## src/rtl/ir_err_compute_if.sv

```systemverilog
// Bundle between the IR sensor interface (master) and the steering-error block (slave).
interface ir_err_compute_if;
  logic        IR_vld;
  logic        line_present;
  logic [11:0] IR_R0, IR_R1, IR_R2, IR_R3;
  logic [11:0] IR_L0, IR_L1, IR_L2, IR_L3;
  logic [11:0] error;
  logic        err_vld;
  logic        busy;
  logic        line_lost;
  logic        overrun;

  modport master (
    output IR_vld, line_present, IR_R0, IR_R1, IR_R2, IR_R3, IR_L0, IR_L1, IR_L2, IR_L3,
    input  error, err_vld, busy, line_lost, overrun
  );

  modport slave (
    input  IR_vld, line_present, IR_R0, IR_R1, IR_R2, IR_R3, IR_L0, IR_L1, IR_L2, IR_L3,
    output error, err_vld, busy, line_lost, overrun
  );
endinterface

```

## src/rtl/ir_err_compute.sv

```systemverilog
// Weighted IR line-position error, one channel accumulated per clock, saturated to 12 bits.
// Optional first-order error smoothing when ERR_FILT_EN is defined.
//
// state | meaning
// IDLE  | waiting for an IR_vld rising edge
// ACCUM | adding one weighted snapshot channel per clock (R0..R3, L0..L3)
// OUT   | registering the saturated error and pulsing err_vld
module ir_err_compute #(
  parameter int SHIFT = 3
) (
  input logic            clk,
  input logic            rst_n,
  ir_err_compute_if.slave bus
);

  typedef enum logic [1:0] {IDLE, ACCUM, OUT} state_t;

  state_t             state, state_nxt;
  logic               vld_q;
  logic               ir_rise;
  logic [2:0]         cnt;
  logic [11:0]        snap [8];
  logic signed [16:0] acc;
  logic signed [16:0] term;
  logic signed [16:0] mag;
  logic [11:0]        err_new;
  logic [11:0]        err_next;
  logic               snap_en, acc_en, out_en, lost_set, ovr_set;

  function automatic logic [11:0] sat12(input logic signed [16:0] v);
    if (v > 17'sd2047)       return 12'h7FF;
    else if (v < -17'sd2048) return 12'h800;
    else                     return v[11:0];
  endfunction

  assign ir_rise  = bus.IR_vld & ~vld_q;
  assign bus.busy = (state != IDLE);

  always_ff @(posedge clk or negedge rst_n) begin
    if (!rst_n) state <= IDLE;
    else        state <= state_nxt;
  end

  always_comb begin
    state_nxt = state;
    case (state)
      IDLE:    if (ir_rise && bus.line_present) state_nxt = ACCUM;
      ACCUM:   if (cnt == 3'd7) state_nxt = OUT;
      OUT:     state_nxt = IDLE;
      default: state_nxt = IDLE;
    endcase
  end

  always_comb begin
    snap_en  = 1'b0;
    acc_en   = 1'b0;
    out_en   = 1'b0;
    lost_set = 1'b0;
    ovr_set  = 1'b0;
    case (state)
      IDLE: begin
        snap_en  = ir_rise & bus.line_present;
        lost_set = ir_rise & ~bus.line_present;
      end
      ACCUM: begin
        acc_en  = 1'b1;
        ovr_set = ir_rise;
      end
      OUT: begin
        out_en  = 1'b1;
        ovr_set = ir_rise;
      end
      default: ;
    endcase
  end

  // cnt[1:0] is the weight exponent, cnt[2] selects the negatively weighted left side
  always_comb begin
    mag  = {5'b0, snap[cnt]} << cnt[1:0];
    term = cnt[2] ? -mag : mag;
  end

  assign err_new = sat12(acc >>> SHIFT);

`ifdef ERR_FILT_EN
  logic signed [12:0] diff;
  logic signed [12:0] diff_sh;
  logic signed [13:0] filt;

  always_comb begin
    diff     = {err_new[11], err_new} - {bus.error[11], bus.error};
    diff_sh  = diff >>> 2;
    filt     = {{2{bus.error[11]}}, bus.error} + {diff_sh[12], diff_sh};
    err_next = sat12({{3{filt[13]}}, filt});
  end
`else
  always_comb err_next = err_new;
`endif

  always_ff @(posedge clk or negedge rst_n) begin
    if (!rst_n) begin
      vld_q         <= 1'b0;
      cnt           <= 3'd0;
      acc           <= '0;
      bus.error     <= '0;
      bus.err_vld   <= 1'b0;
      bus.line_lost <= 1'b0;
      bus.overrun   <= 1'b0;
      for (int i = 0; i < 8; i++) snap[i] <= '0;
    end else begin
      vld_q       <= bus.IR_vld;
      bus.err_vld <= out_en;
      if (snap_en) begin
        snap[0] <= bus.IR_R0;
        snap[1] <= bus.IR_R1;
        snap[2] <= bus.IR_R2;
        snap[3] <= bus.IR_R3;
        snap[4] <= bus.IR_L0;
        snap[5] <= bus.IR_L1;
        snap[6] <= bus.IR_L2;
        snap[7] <= bus.IR_L3;
        acc     <= '0;
        cnt     <= 3'd0;
      end else if (acc_en) begin
        acc <= acc + term;
        cnt <= cnt + 3'd1;
      end
      if (out_en) bus.error <= err_next;
      if (lost_set)    bus.line_lost <= 1'b1;
      else if (out_en) bus.line_lost <= 1'b0;
      if (ovr_set) bus.overrun <= 1'b1;
    end
  end

endmodule

```

## src/flat_wrapper.sv

```systemverilog
// flat-port wrapper written by rule: the top's interface ports become plain ports
module ir_err_compute_flat 
#(
  parameter int SHIFT = 3
)
  (clk, rst_n, bus_IR_vld, bus_line_present, bus_IR_R0, bus_IR_R1, bus_IR_R2, bus_IR_R3, bus_IR_L0, bus_IR_L1, bus_IR_L2, bus_IR_L3, bus_error, bus_err_vld, bus_busy, bus_line_lost, bus_overrun);
  ir_err_compute_if bus_i ();
  input logic clk;
  input logic rst_n;
  input wire logic [$bits(bus_i.IR_vld)-1:0] bus_IR_vld;
  input wire logic [$bits(bus_i.line_present)-1:0] bus_line_present;
  input wire logic [$bits(bus_i.IR_R0)-1:0] bus_IR_R0;
  input wire logic [$bits(bus_i.IR_R1)-1:0] bus_IR_R1;
  input wire logic [$bits(bus_i.IR_R2)-1:0] bus_IR_R2;
  input wire logic [$bits(bus_i.IR_R3)-1:0] bus_IR_R3;
  input wire logic [$bits(bus_i.IR_L0)-1:0] bus_IR_L0;
  input wire logic [$bits(bus_i.IR_L1)-1:0] bus_IR_L1;
  input wire logic [$bits(bus_i.IR_L2)-1:0] bus_IR_L2;
  input wire logic [$bits(bus_i.IR_L3)-1:0] bus_IR_L3;
  output wire logic [$bits(bus_i.error)-1:0] bus_error;
  output wire logic [$bits(bus_i.err_vld)-1:0] bus_err_vld;
  output wire logic [$bits(bus_i.busy)-1:0] bus_busy;
  output wire logic [$bits(bus_i.line_lost)-1:0] bus_line_lost;
  output wire logic [$bits(bus_i.overrun)-1:0] bus_overrun;
  assign bus_i.IR_vld = bus_IR_vld;
  assign bus_i.line_present = bus_line_present;
  assign bus_i.IR_R0 = bus_IR_R0;
  assign bus_i.IR_R1 = bus_IR_R1;
  assign bus_i.IR_R2 = bus_IR_R2;
  assign bus_i.IR_R3 = bus_IR_R3;
  assign bus_i.IR_L0 = bus_IR_L0;
  assign bus_i.IR_L1 = bus_IR_L1;
  assign bus_i.IR_L2 = bus_IR_L2;
  assign bus_i.IR_L3 = bus_IR_L3;
  assign bus_error = bus_i.error;
  assign bus_err_vld = bus_i.err_vld;
  assign bus_busy = bus_i.busy;
  assign bus_line_lost = bus_i.line_lost;
  assign bus_overrun = bus_i.overrun;
  ir_err_compute #(.SHIFT(SHIFT)) u_core (.clk(clk), .rst_n(rst_n), .bus(bus_i));
endmodule
```

## config.mk

```make
export PLATFORM = sky130hd
export DESIGN_NAME = ir_err_compute_flat
export DESIGN_NICKNAME = d
export VERILOG_FILES = /design/src/rtl/ir_err_compute_if.sv /design/src/rtl/ir_err_compute.sv /design/src/flat_wrapper.sv
export SDC_FILE = /design/constraint.sdc
export NUM_CORES = 1
export LEC_CHECK = 0
export BUFFER_PORTS_ARGS = -buffer_cell sky130_fd_sc_hd__buf_2
export CORE_ASPECT_RATIO = 1.4
export CORE_MARGIN = 1.5
export CORE_UTILIZATION = 52
export DETAILED_ROUTE_END_ITERATION = 8
export MAX_ROUTING_LAYER = met4
export PLACE_DENSITY_LB_ADDON = 0.1
export SLEW_MARGIN = 5
export SYNTH_ARGS = -nofsm -noshare
export SYNTH_HDL_FRONTEND = slang
export SYNTH_SLANG_ARGS = --single-unit
```

## constraint.sdc

```tcl
create_clock -name clk -period 4.78 [get_ports clk]
set_input_delay 0.717 -clock clk [delete_from_list [all_inputs] [get_ports clk]]
set_output_delay 0.717 -clock clk [all_outputs]
set_load 0.02 [all_outputs]
```

==> impl_metrics.ini <==
[route]
avgRoutedWirePerCell_microns = 15.5
detail_route.wirelength_microns = 17000
drtPass1Iterations = 5
post_drt_via_cell_ratio = 5.36
drt_iter0_markers = 189
antenna_violating_nets_post_route = 0
via_count = 5898
detail_route.drc_violations = 0

[synthesis]
synth_edf_count = 0
yosys_most_used_dff = dfrtp_1
ys_async_sr_fraction_pct = 100
ys.warnings.count = 0
proportion_of_netlist_area_held_by_the_largest_area_contributor_pct = 46.5
synth.ff_latch_count = 134
mappedNetlistArea_sq_um = 7210
synth.yosys.seq_area_share_pct = 46.5
synth_nets = 928
syn-mean-instance-area_sq_um = 8.96
syn-instance-count = 805
synth.lib_cells_used.distinct = 51
synth_top_cells_by_area = dfrtp_1 (47%), nand2_1 (16%), mux4_2 (4.4%)
synth_top_area_cell = dfrtp_1

[global_routing]
grt_start_max_net_pins = 115
grt_first_pass_wirelength_microns = 28400
grt.overflow.total = 0
number_of_global_route_vias_before_repair = 5921
groute.usage.overall_pct = 25.8
antenna_found_initial = 0

[clock_tree]
clk_transition_reported_paths_ns = 0.06
h-tree-depth = 4
numCtsBuffers = 17
hold_buffers = 0
cts.repair_timing.setup_buffer_count = 0
cts_max_path_buffers = 2
clockRootBuffer = clkbuf_16
clk-insertion-delay-late_ns = 0.42
clock-sinks = 134
cts_tree = yes

[cells_and_area]
layout.cells.most_common = nand2_1
drive_gt1_share_pct = 19.7
layout_common_cells = nand2_1 (316), dfrtp_1 (133), buf_2 (114)
postLayoutCoreUtil_pct = 63.2
num-nets-final = 1029
diodes = 0
synthToLayoutAreaGrowth_pct = 18.0
layout.filler_cells = 1160

[setup_path]
critPathArrivalTime_ns = 4.65
critical_path.slowest_cell = mux4_1
worst-path-max-fanout = 17
worstSetupPathType = reg -> reg
max_stage_delay_ns = 0.67
worstPathCellList = mux4_1 -> or3_1 -> a21oi_2 -> o211ai_2 -> o21a_1 -> a21oi_1 -> xor2_1 -> ha_1 -> a21o_1 -> a21oi_1 -> nor3b_1 -> a211oi_1 -> o21a_1 -> o21a_1 -> mux2i_1
critical_path_required_ns = 5.07
start_kind = flip-flop
critPathCaptureType = flip-flop
crit_path_frequent_cell = o21a_1

[pwr]
power.ir.vdd_worst_mv = 0.326
pwr_density_cell_nw_per_um2 = 842
pleak_uw = 0.00436

[job]
max_cap_viol_count = 0

[timing]
slew_headroom_pct = 24.4
layout_min_cycle_time_ns = 4.36
timing.final.hold_violations = 0
tightest_slew_ns = 1.13
finClkSkew_ns = 0.00905
setup_total_negative_slack_ns = 0
post-route-period-util_pct = 91.3
rsz_0062_raised_after_global_routing = false
maxClockFrequency_mhz = 229
setup_viol_count_final = 0
report.final.slew_viol_count = 0

[floorplan]
top_level_ports = 116
initial_core_utilization_pct = 53.6
floorplan.die.width_microns = 103
placeableCoreArea_sq_um = 13500
die_height_microns = 142
floorplan.rows = 50
die_area_sq_um = 14600

[status]
run_status = complete, no violations

[worst_hold_path]
holdCritPathClass = in -> async

[placed_design]
io_buffers = 115
dp_hpwl_microns = 12500
place.gp.congestion = 0.900
[state kept, by name (all words and copies together) (netlist names)]
| register | flops |
|---|---|
| u_core.bus.error | 12 |
| u_core.snap | 96 |
| u_core.vld_q | 1 |
| u_core.cnt | 3 |
| u_core.acc | 17 |
| u_core.bus.err_vld | 1 |
| u_core.bus.line_lost | 1 |
| u_core.bus.overrun | 1 |
| u_core.state | 2 |
[per-layer routing]
metal	GRT usage (%)	wire [microns]	up-vias	share of wire, %
met4	8.80	320	0	1.9
met5	-	0	-	0
met1	32.1	7270	2858	43
li1	-	-	2883	-
met3	3.63	463	27	2.7
met2	43.0	8970	130	53
[Yosys cell counts, types with 6 or more instances]
library cell	number
nand2_1	316
dfrtp_1	134
nor2_1	37
a21oi_1	33
clkbuf_1	32
mux2i_1	30
o21ai_0	25
inv_1	23
ha_1	22
xnor2_1	18
mux4_2	14
o211ai_1	12
a21o_1	9
nand2b_1	8
xor2_1	8
a211oi_1	7
nand3_1	7
buf_1	6
mux4_1	6
o21a_1	6
[area by class of cell]
class / instances / area [sq um] / share of cell area (%)
multi-input cells: 604 / 3610 / 42.4
flip-flops and latches: 134 / 3360 / 39.5
repair buffers: 125 / 657 / 7.72
clock buffers: 18 / 439 / 5.16
well taps: 182 / 228 / 2.68
clock inverters: 14 / 128 / 1.50
inverters: 24 / 90.1 / 1.06
[timing repair]
action	in CTS	in global routing
hold endpoints to repair	0	0
endpoints found under the setup margin	0	1
resized for setup	0	1
[where the power goes]
| part | total (uW) | switching, uW | internal (uW) |
|---|---|---|---|
| clock | 1250 | 548 | 700 |
| sequential | 2090 | 421 | 1670 |
| combinational | 3820 | 2120 | 1700 |
[per-stage QoR]
stage	power (uW)	cell area [sq um]	hold WS [ns]	setup WS [ns]	instances
finish	7160	8510	0.388	0.417	1101
global route	7770	8510	0.408	0.0896	1101
CTS	7200	8500	0.399	0.357	1101
detailed placement	5920	7940	0.443	0.367	1069
global placement	5790	7940	0.436	0.440	1069
floorplan	4960	7210	0.421	0.322	805
[critical path, delay by kind of cell (launching register included)]
| kind | cells | cell delay [ns] |
|---|---|---|
| compound gates | 9 | 1.71 |
| mux | 2 | 0.78 |
| simple gates | 2 | 0.68 |
| flops | 1 | 0.59 |
| fa+ha+maj | 1 | 0.32 |
| xor+xnor | 1 | 0.16 |
[cells by family (layout without fill, tap and decap cells)]
logic type	Yosys count	in the layout	share of synthesized area, %
simple gates	396	396	22.1
flops	134	134	46.5
compound gates	107	107	9.44
buf+inv	67	181	3.70
mux	52	52	11.0
xor+xnor	26	26	3.16
fa+ha+maj	23	23	4.10
[path summary, 6_finish.rpt]
check / slack [ns] / depth (start not counted) / to / start
max: 0.42 / 15 / u_core.acc[16] / u_core.cnt[2]
min: 0.39 / 1 / u_core.bus.line_lost / rst_n
max reg2reg: 0.42 / 15 / u_core.acc[16] / u_core.cnt[2]
min reg2reg: 0.46 / 1 / u_core.bus.overrun / u_core.bus.overrun
max in group asynchronous: 3.26 / 2 / u_core.cnt[2] / rst_n
min in group clk: 0.42 / 1 / u_core.vld_q / bus_IR_vld
Note: power is estimated with default switching activity, not from simulation.
